### src/rtl/lfsr_ctrl.sv
// Sequencer that seeds a 4-bit lfsr_struct, free-runs it and measures the seed recurrence period.
// Optional `LFSR_CTRL_ZERO_SEED_CHK_EN rejects an all-zero seed with an err pulse instead of running it.
module lfsr_ctrl #(
    parameter int unsigned MAX_STEPS = 16
) (
    input  logic       clk,
    input  logic       reset,
    input  logic       start,
    input  logic       abort,
    input  logic [3:0] seed_in,
    input  logic [3:0] lfsr_state,
    output logic [3:0] lfsr_seed,
    output logic       lfsr_sel,
    output logic       busy,
    output logic       done,
    output logic       timeout,
    output logic [4:0] period,
    output logic       err
);

    localparam int unsigned SEED_W = 4;
    localparam int unsigned CNT_W  = 5;
    localparam logic [CNT_W-1:0] MAX_CNT = CNT_W'(MAX_STEPS);

    typedef enum logic [1:0] {
        S_IDLE = 2'd0,
        S_LOAD = 2'd1,
        S_RUN  = 2'd2,
        S_DONE = 2'd3
    } state_e;

    state_e              state_q, state_d;
    logic [SEED_W-1:0]   seed_q, seed_d;
    logic [CNT_W-1:0]    count_q, count_d;
    logic [CNT_W-1:0]    period_q, period_d;
    logic                timeout_q, timeout_d;
    logic                sel_q, sel_d;
    logic                busy_q, busy_d;
    logic                done_q, done_d;
    logic                err_q, err_d;
    logic                zero_rej_c;
    logic                match_c;

`ifdef LFSR_CTRL_ZERO_SEED_CHK_EN
    assign zero_rej_c = (seed_in == '0);
`else
    assign zero_rej_c = 1'b0;
`endif

    // Count 0 is the load cycle itself, where the register trivially equals the seed.
    assign match_c = (count_q != '0) && (lfsr_state == seed_q);

    // Next-state, datapath and registered-output decode.
    always_comb begin
        state_d   = state_q;
        seed_d    = seed_q;
        count_d   = count_q;
        period_d  = period_q;
        timeout_d = timeout_q;
        err_d     = 1'b0;

        if (abort) begin
            state_d = S_IDLE;
        end else begin
            case (state_q)
                S_IDLE: begin
                    if (start) begin
                        if (zero_rej_c) begin
                            err_d = 1'b1;
                        end else begin
                            state_d   = S_LOAD;
                            seed_d    = seed_in;
                            count_d   = '0;
                            period_d  = '0;
                            timeout_d = 1'b0;
                        end
                    end
                end
                S_LOAD: state_d = S_RUN;
                S_RUN: begin
                    if (match_c) begin
                        period_d = count_q;
                        state_d  = S_DONE;
                    end else if (count_q == MAX_CNT) begin
                        timeout_d = 1'b1;
                        period_d  = MAX_CNT;
                        state_d   = S_DONE;
                    end else begin
                        count_d = count_q + CNT_W'(1);
                    end
                end
                S_DONE:  state_d = S_IDLE;
                default: state_d = S_IDLE;
            endcase
        end

        sel_d  = (state_d == S_LOAD);
        busy_d = (state_d == S_LOAD) || (state_d == S_RUN);
        done_d = (state_d == S_DONE);
    end

    always_ff @(posedge clk or posedge reset) begin
        if (reset) begin
            state_q   <= S_IDLE;
            seed_q    <= '0;
            count_q   <= '0;
            period_q  <= '0;
            timeout_q <= 1'b0;
            sel_q     <= 1'b0;
            busy_q    <= 1'b0;
            done_q    <= 1'b0;
            err_q     <= 1'b0;
        end else begin
            state_q   <= state_d;
            seed_q    <= seed_d;
            count_q   <= count_d;
            period_q  <= period_d;
            timeout_q <= timeout_d;
            sel_q     <= sel_d;
            busy_q    <= busy_d;
            done_q    <= done_d;
            err_q     <= err_d;
        end
    end

    assign lfsr_seed = seed_q;
    assign lfsr_sel  = sel_q;
    assign busy      = busy_q;
    assign done      = done_q;
    assign timeout   = timeout_q;
    assign period    = period_q;
    assign err       = err_q;

endmodule

### config.mk
export PLATFORM = sky130hd
export DESIGN_NAME = lfsr_ctrl
export DESIGN_NICKNAME = d
export VERILOG_FILES = /design/src/rtl/lfsr_ctrl.sv
export SDC_FILE = /design/constraint.sdc
export NUM_CORES = 1
export LEC_CHECK = 0
export CORE_ASPECT_RATIO = 1.75
export CORE_MARGIN = 4
export CORE_UTILIZATION = 45
export DETAILED_ROUTE_END_ITERATION = 8
export PLACE_DENSITY = 0.78
export SYNTH_ARGS = -nofsm -noshare
export SYNTH_HDL_FRONTEND = slang
export SYNTH_SLANG_ARGS = --single-unit
### constraint.sdc
create_clock -name clk -period 5.3 [get_ports clk]
set_input_delay 0.795 -clock clk [delete_from_list [all_inputs] [get_ports clk]]
set_output_delay 0.795 -clock clk [all_outputs]
set_load 0.02 [all_outputs]
==> metrics, run 1 <==
critical path's slowest cell=clkdlybuf4s50_1; syn_nets=119; hold buffers post-CTS=0; post-synthesis mux area share=9.32%; Avg WL per Cell=14.6 um; Setup Total Neg Slack=0 ns; Congestion Overflow GR=0; end of the critical path=period[1]; core box area=0.00227 mm2; detailed-route wire length=2180 um; Sw Share=36.8%; # clock sinks=20; HPWL after DPL=1740 um; Top Ports=26; Pwr Density=425 mW/mm2; CP Cell Sequence=clkdlybuf4s50_1 > xnor2_1 > nand4_1 > mux2_4 > a21o_4 > mux2_4; Fin. Hold Viols=0; critical path launch point=lfsr_state[0]; DP Worst Slack=2.52 ns; final setup vio count=0; Initial Utilization=47.2%; total CTS buffers=3; EDFF count, synth=0; adder-cell share of the synthesized area=8.16%; setup ws final=2.79 ns; IO buf count=24; Post-CTS Setup Inserts=0; crit end category=flip-flop; Fillers=191; Die W=44.9 um; Synth-to-Final Area Change=27.7%; layout net count=145; initial antenna violation count=0; routed vias=819; synthesized instance count=100; Yosys cell types=32; area fraction in compound gates after synthesis=12.8%; final clock skew=0.00140 ns; largest net degree at the start of global routing=21; simple-gate share of the synthesized area=14.5%; Seq cells post-synth=20; Clock Tree Buf Depth=2; routability cong.=0.784; DIE AREA=0.00326 mm2; GR Util met3=3.21%; Int Power=0.368 mW; vias per inst=5.50; reg2reg path depth=6; fmax=0.398 GHz; most used routing layer in global routing=met2; worst flop-to-flop path startpoint=state_q[0]; mapped cell area=0.00107 mm2; worst-margin pin slew=0.721 ns; CTS tree=done; main combinational cell family by area after synthesis=simple AND/OR/NAND/NOR gates; Primary FF master, synth=dfrtp_1; R2R Path End=period[1]; layout cells sized above 1=12.1%; async set-reset flop share out of synthesis=100%; crit path DAT=2.65 ns; die height=72.6 um; CP Class=input port to flip-flop; Tcrit/Tclk final=47.4%; drt first pass iters=4; max_slew headroom=51.9%; max-cap violation count=0; first-pass GRT wire length=3790 um; Inst Count DP=146; switching power=0.214 mW; CTS H-Tree Depth=1; Antenna Diode Count=0; worst hold path type=flip-flop to flip-flop; Synth Area in XOR/XNOR=4.08%; FP Rows=23; met2 Usage GRT=26.5%; Sequential Power Share=36.8%; met1 Track Usage GR=17.0%; vias in the first global route=891; Ys Warns=0; post-CTS resize count=0; P_leak=0.601 nW; clk_lat worst skew=0.25 ns; max incr delay on CP=0.47 ns; Cell Count, Final, Fillers Out=149; largest fanout on the critical path=9; r2r setup slk=3.12 ns; CTS Root Cell=clkbuf_8; clock network fraction of total power=16.5%; clock slew seen by the registers of the worst setup and hold paths=0.07 ns; Critical Path Source Type=input port; run status=finished, final reports clean; crit path time final=2.51 ns; DRC Markers=0; fin. max-slew vios=0; worst path required time=5.44 ns; gr usage total=15.4%; Logic pwr share=46.8%; RSZ-0062 raised after global routing=no; Post-DRT Antenna Nets=0; sequential share of the synthesized area=46.6%; Iter 0 DRT Violations=9; maximum vdd drop=0.238 mV; Synth Area per Inst=10.7 um2; most used cell, CP=mux2_4
==> per-layer routing <==
metal,vias up,wire [um]
li1,402,-
met1,387,775
met2,21,1260
met3,9,71
met4,0,69
met5,-,0
==> through the flow <==
step                hold slack, ns  total power, mW  utilization, %  cell area [um2]
floorplan                    0.515            0.396               -             1070
finish                       0.506            0.583            60.3             1370
CTS                          0.507            0.592            60.3             1370
global route                 0.531            0.624            60.3             1370
detailed placement           0.492            0.492            58.5             1330
global placement             0.474            0.478            58.5             1330
==> registers in the layout (all words and copies together) (netlist names) <==
signal / count
period: 5
timeout: 1
count_q: 5
busy: 1
state_q: 2
lfsr_seed: 4
done: 1
lfsr_sel: 1
==> synth_stat cells, types with 2 or more instances <==
cell	count	area [um2]
o21ai_0	5	25.0
nor2_1	7	26.3
nand4_1	4	25.0
xnor2_1	5	43.8
nor3_1	4	20.0
o221ai_1	2	17.5
a22o_2	2	20.0
ha_1	7	87.6
nor3b_1	2	15.0
nand2_1	5	18.8
inv_1	8	30.0
clkbuf_1	2	7.51
mux2_4	3	45.0
dfrtp_1	20	500
a21oi_1	4	20.0
mux2_2	4	45.0
==> cell type report <==
class	count	area, um2	area share (%)
sequential	20	500	36.5
multi-input combinational	69	528	38.5
tap	25	31.3	2.28
timing repair buffer	24	240	17.5
clock buffer	3	41.3	3.01
inverter	8	30.0	2.19
==> cell usage in the layout (no fill, tap or decap), drive strengths merged <==
cell type      instances
clkdlybuf4s50         24
dfrtp                 20
inv                    8
nor2                   7
ha                     7
mux2                   7
xnor2                  5
o21ai                  5
nand2                  5
nand4                  4
nor3                   4
a21oi                  4
clkbuf                 3
a22o                   2
nor3b                  2
o221ai                 2
or3b                   1
mux2i                  1
or2                    1
a21o                   1
nand3b                 1
nor4                   1
o22a                   1
or2b                   1
o22ai                  1
nand2b                 1
a211o                  1
a21boi                 1
o41ai                  1
nand3                  1
conb                   1
==> worst min path at each step <==
stage	startpoint	endpoint	slack, ns	depth (start not counted)
floorplan	count_q[2]	count_q[2]	0.52	1
global placement	timeout	timeout	0.47	1
detailed placement	timeout	timeout	0.49	1
CTS	timeout	timeout	0.51	1
global route	period[2]	period[2]	0.53	1
finish	timeout	timeout	0.51	1
==> cells by family (layout without fill, tap and decap cells) <==
group,Yosys count,in the layout
adders and majority gates,7,7
DFF,20,20
and+or+nand+nor,29,29
muxes,8,8
other,1,1
buffers and inverters,11,35
AOI/OAI and AO/OA,19,19
xor gates and xnor gates,5,5
==> worst max-delay path: cells and delay by family <==
family	cells	cell delay, ns
xor gates and xnor gates	1	0.11
and+or+nand+nor	1	0.31
muxes	2	0.71
buffers and inverters	1	0.47
AOI/OAI and AO/OA	1	0.25
==> power by group through the flow <==
stage	logic (mW)	clock network (mW)	registers (mW)
after floorplan	0.153	0	0.243
after global placement	0.263	0	0.216
after detailed placement	0.274	0	0.217
after CTS	0.277	0.0997	0.215
after global routing	0.297	0.107	0.220
final	0.272	0.0961	0.214
(Power assumes the default switching activity.)
==> run 2, diff against run 1 <==
CORE_UTILIZATION = 43   (was 45)
clock period = 2.22 ns   (was 5.3 ns; I/O delays follow)
==> metrics, run 2 (synthesized netlist as in run 1, its figures left out) <==
run status=finished, final reports clean; worst path required time=2.37 ns; vias per inst=5.53; IO buf count=24; Iter 0 DRT Violations=14; worst flop-to-flop path startpoint=count_q[1]; Top Ports=26; DRT met1 WL=830 um; CTS tree=done; max_slew headroom=49.6%; most frequent cells in the layout=clkdlybuf4s50_1, dfrtp_1, inv_1, nor2_1, ha_1; RSZ-0062 raised after global routing=no; CTS Root Cell=clkbuf_8; P_leak=0.625 nW; metal3 WL=77 um; # clock sinks=20; layout net count=147; detailed-route wire length=2240 um; crit path DAT=2.30 ns; Initial Utilization=46.1%; r2r setup slk=0.07 ns; Fin Hold WS=0.496 ns; worst hold path type=input port to async pin; gr usage total=14.7%; Clock Tree Buf Depth=2; Tcrit/Tclk final=96.8%; Antenna Diode Count=0; Register Area=500 um2; crit end category=flip-flop; wire length on met2=1270 um; FP Rows=23; multi-input logic area=532 um2; routability cong.=0.845; DIE AREA=0.00339 mm2; routed vias=841; layout cells sized above 1=15.7%; clock slew seen by the registers of the worst setup and hold paths=0.08 ns; Fin. Hold Viols=0; Post-DRT Antenna Nets=0; largest net degree at the start of global routing=21; largest fanout on the critical path=8; total CTS buffers=3; initial antenna violation count=0; die height=74.1 um; CTS H-Tree Depth=1; core box area=0.00233 mm2; Congestion Overflow GR=0; Synth-to-Final Area Change=32.3%; vias in the first global route=894; clk_lat worst skew=0.26 ns; max-cap violation count=0; hold buffers post-CTS=0; final setup vio count=0; reg2reg path depth=6; R2R Path End=period[0]; HPWL after DPL=1750 um; fin. max-slew vios=0; final clock skew=0.00233 ns; Pwr Density=1090 mW/mm2; Setup Total Neg Slack=0 ns; maximum vdd drop=0.646 mV; most common cell after layout, fill and taps aside=clkdlybuf4s50_1; drt first pass iters=4; Critical Path Source Type=flip-flop; DRC Markers=0; highest metal used=met4; worst-margin pin slew=0.755 ns; Fillers=182; first-pass GRT wire length=3710 um; crit path time final=2.15 ns; Die W=45.8 um; fmax=0.465 GHz; Avg WL per Cell=14.7 um; CP Class=flip-flop to flip-flop
-- run 2: cell count changes in the layout (fill, tap and decap cells not counted) --
cell,previous run,this run
a21oi_1,4,3
inv_2,0,1
inv_1,8,7
a21oi_2,0,1
buf_4,0,2
bufinv_16,0,1
o21ai_0,5,4
o21ai_1,0,1
-- run 2: worst max-delay path by stage --
stage	start	endpoint	slack, ns
final	count_q[1]	period[0]	0.07
after CTS	count_q[0]	period[0]	0.08
after global routing	count_q[1]	period[1]	0.02
after floorplan	count_q[0]	period[0]	0.20
after detailed placement	count_q[0]	period[0]	0.09
after global placement	lfsr_state[0]	period[1]	0.15
-- run 2: layout make-up --
type                       count  area share [%]
tap                           25            2.20
clock inverter                 1            2.11
sequential                    20            35.2
multi-input combinational     69            37.4
inverter                       8            2.11
clock buffer                   3            2.91
timing repair buffer          26            18.0
-- run 2: worst max-delay path, stage by stage, from the launching register on --
cell and delay, ns:
dfrtp_1 0.42, inv_1 0.13, ha_1 0.17, or3b_4 0.41, mux2_4 0.37, a21o_4 0.25
mux2_4 0.29
-- run 2: where the power goes --
part / leakage, nW / switching (mW) / internal [mW]
logic: 0.323 / 0.350 / 0.322
clock network: 0.0357 / 0.126 / 0.241
registers: 0.267 / 0.0627 / 0.449
-- run 2: what timing repair did --
item | CTS | global route
setup buffers | 0 | 0
endpoints found under the setup margin | 0 | 4
resized for setup | 0 | 3
-- run 2: layer usage --
layer / vias up / track usage (%)
li1: 407 / -
met1: 406 / 15.2
met2: 23 / 27.8
met3: 5 / 0.726
met4: 0 / 7.91
met5: - / 0
-- run 2: per-stage QoR --
stage | total power [mW] | util [%] | setup slack [ns] | cells | area (um2)
2_1_floorplan | 0.946 | - | 0.201 | 100 | 1070
4_1_cts | 1.55 | 60.8 | 0.0756 | 152 | 1420
6_report | 1.55 | 60.9 | 0.0711 | 152 | 1420
5_1_grt | 1.64 | 60.9 | 0.0191 | 152 | 1420
3_3_place_gp | 1.16 | 57.7 | 0.151 | 148 | 1350
3_5_place_dp | 1.18 | 57.7 | 0.0931 | 148 | 1350
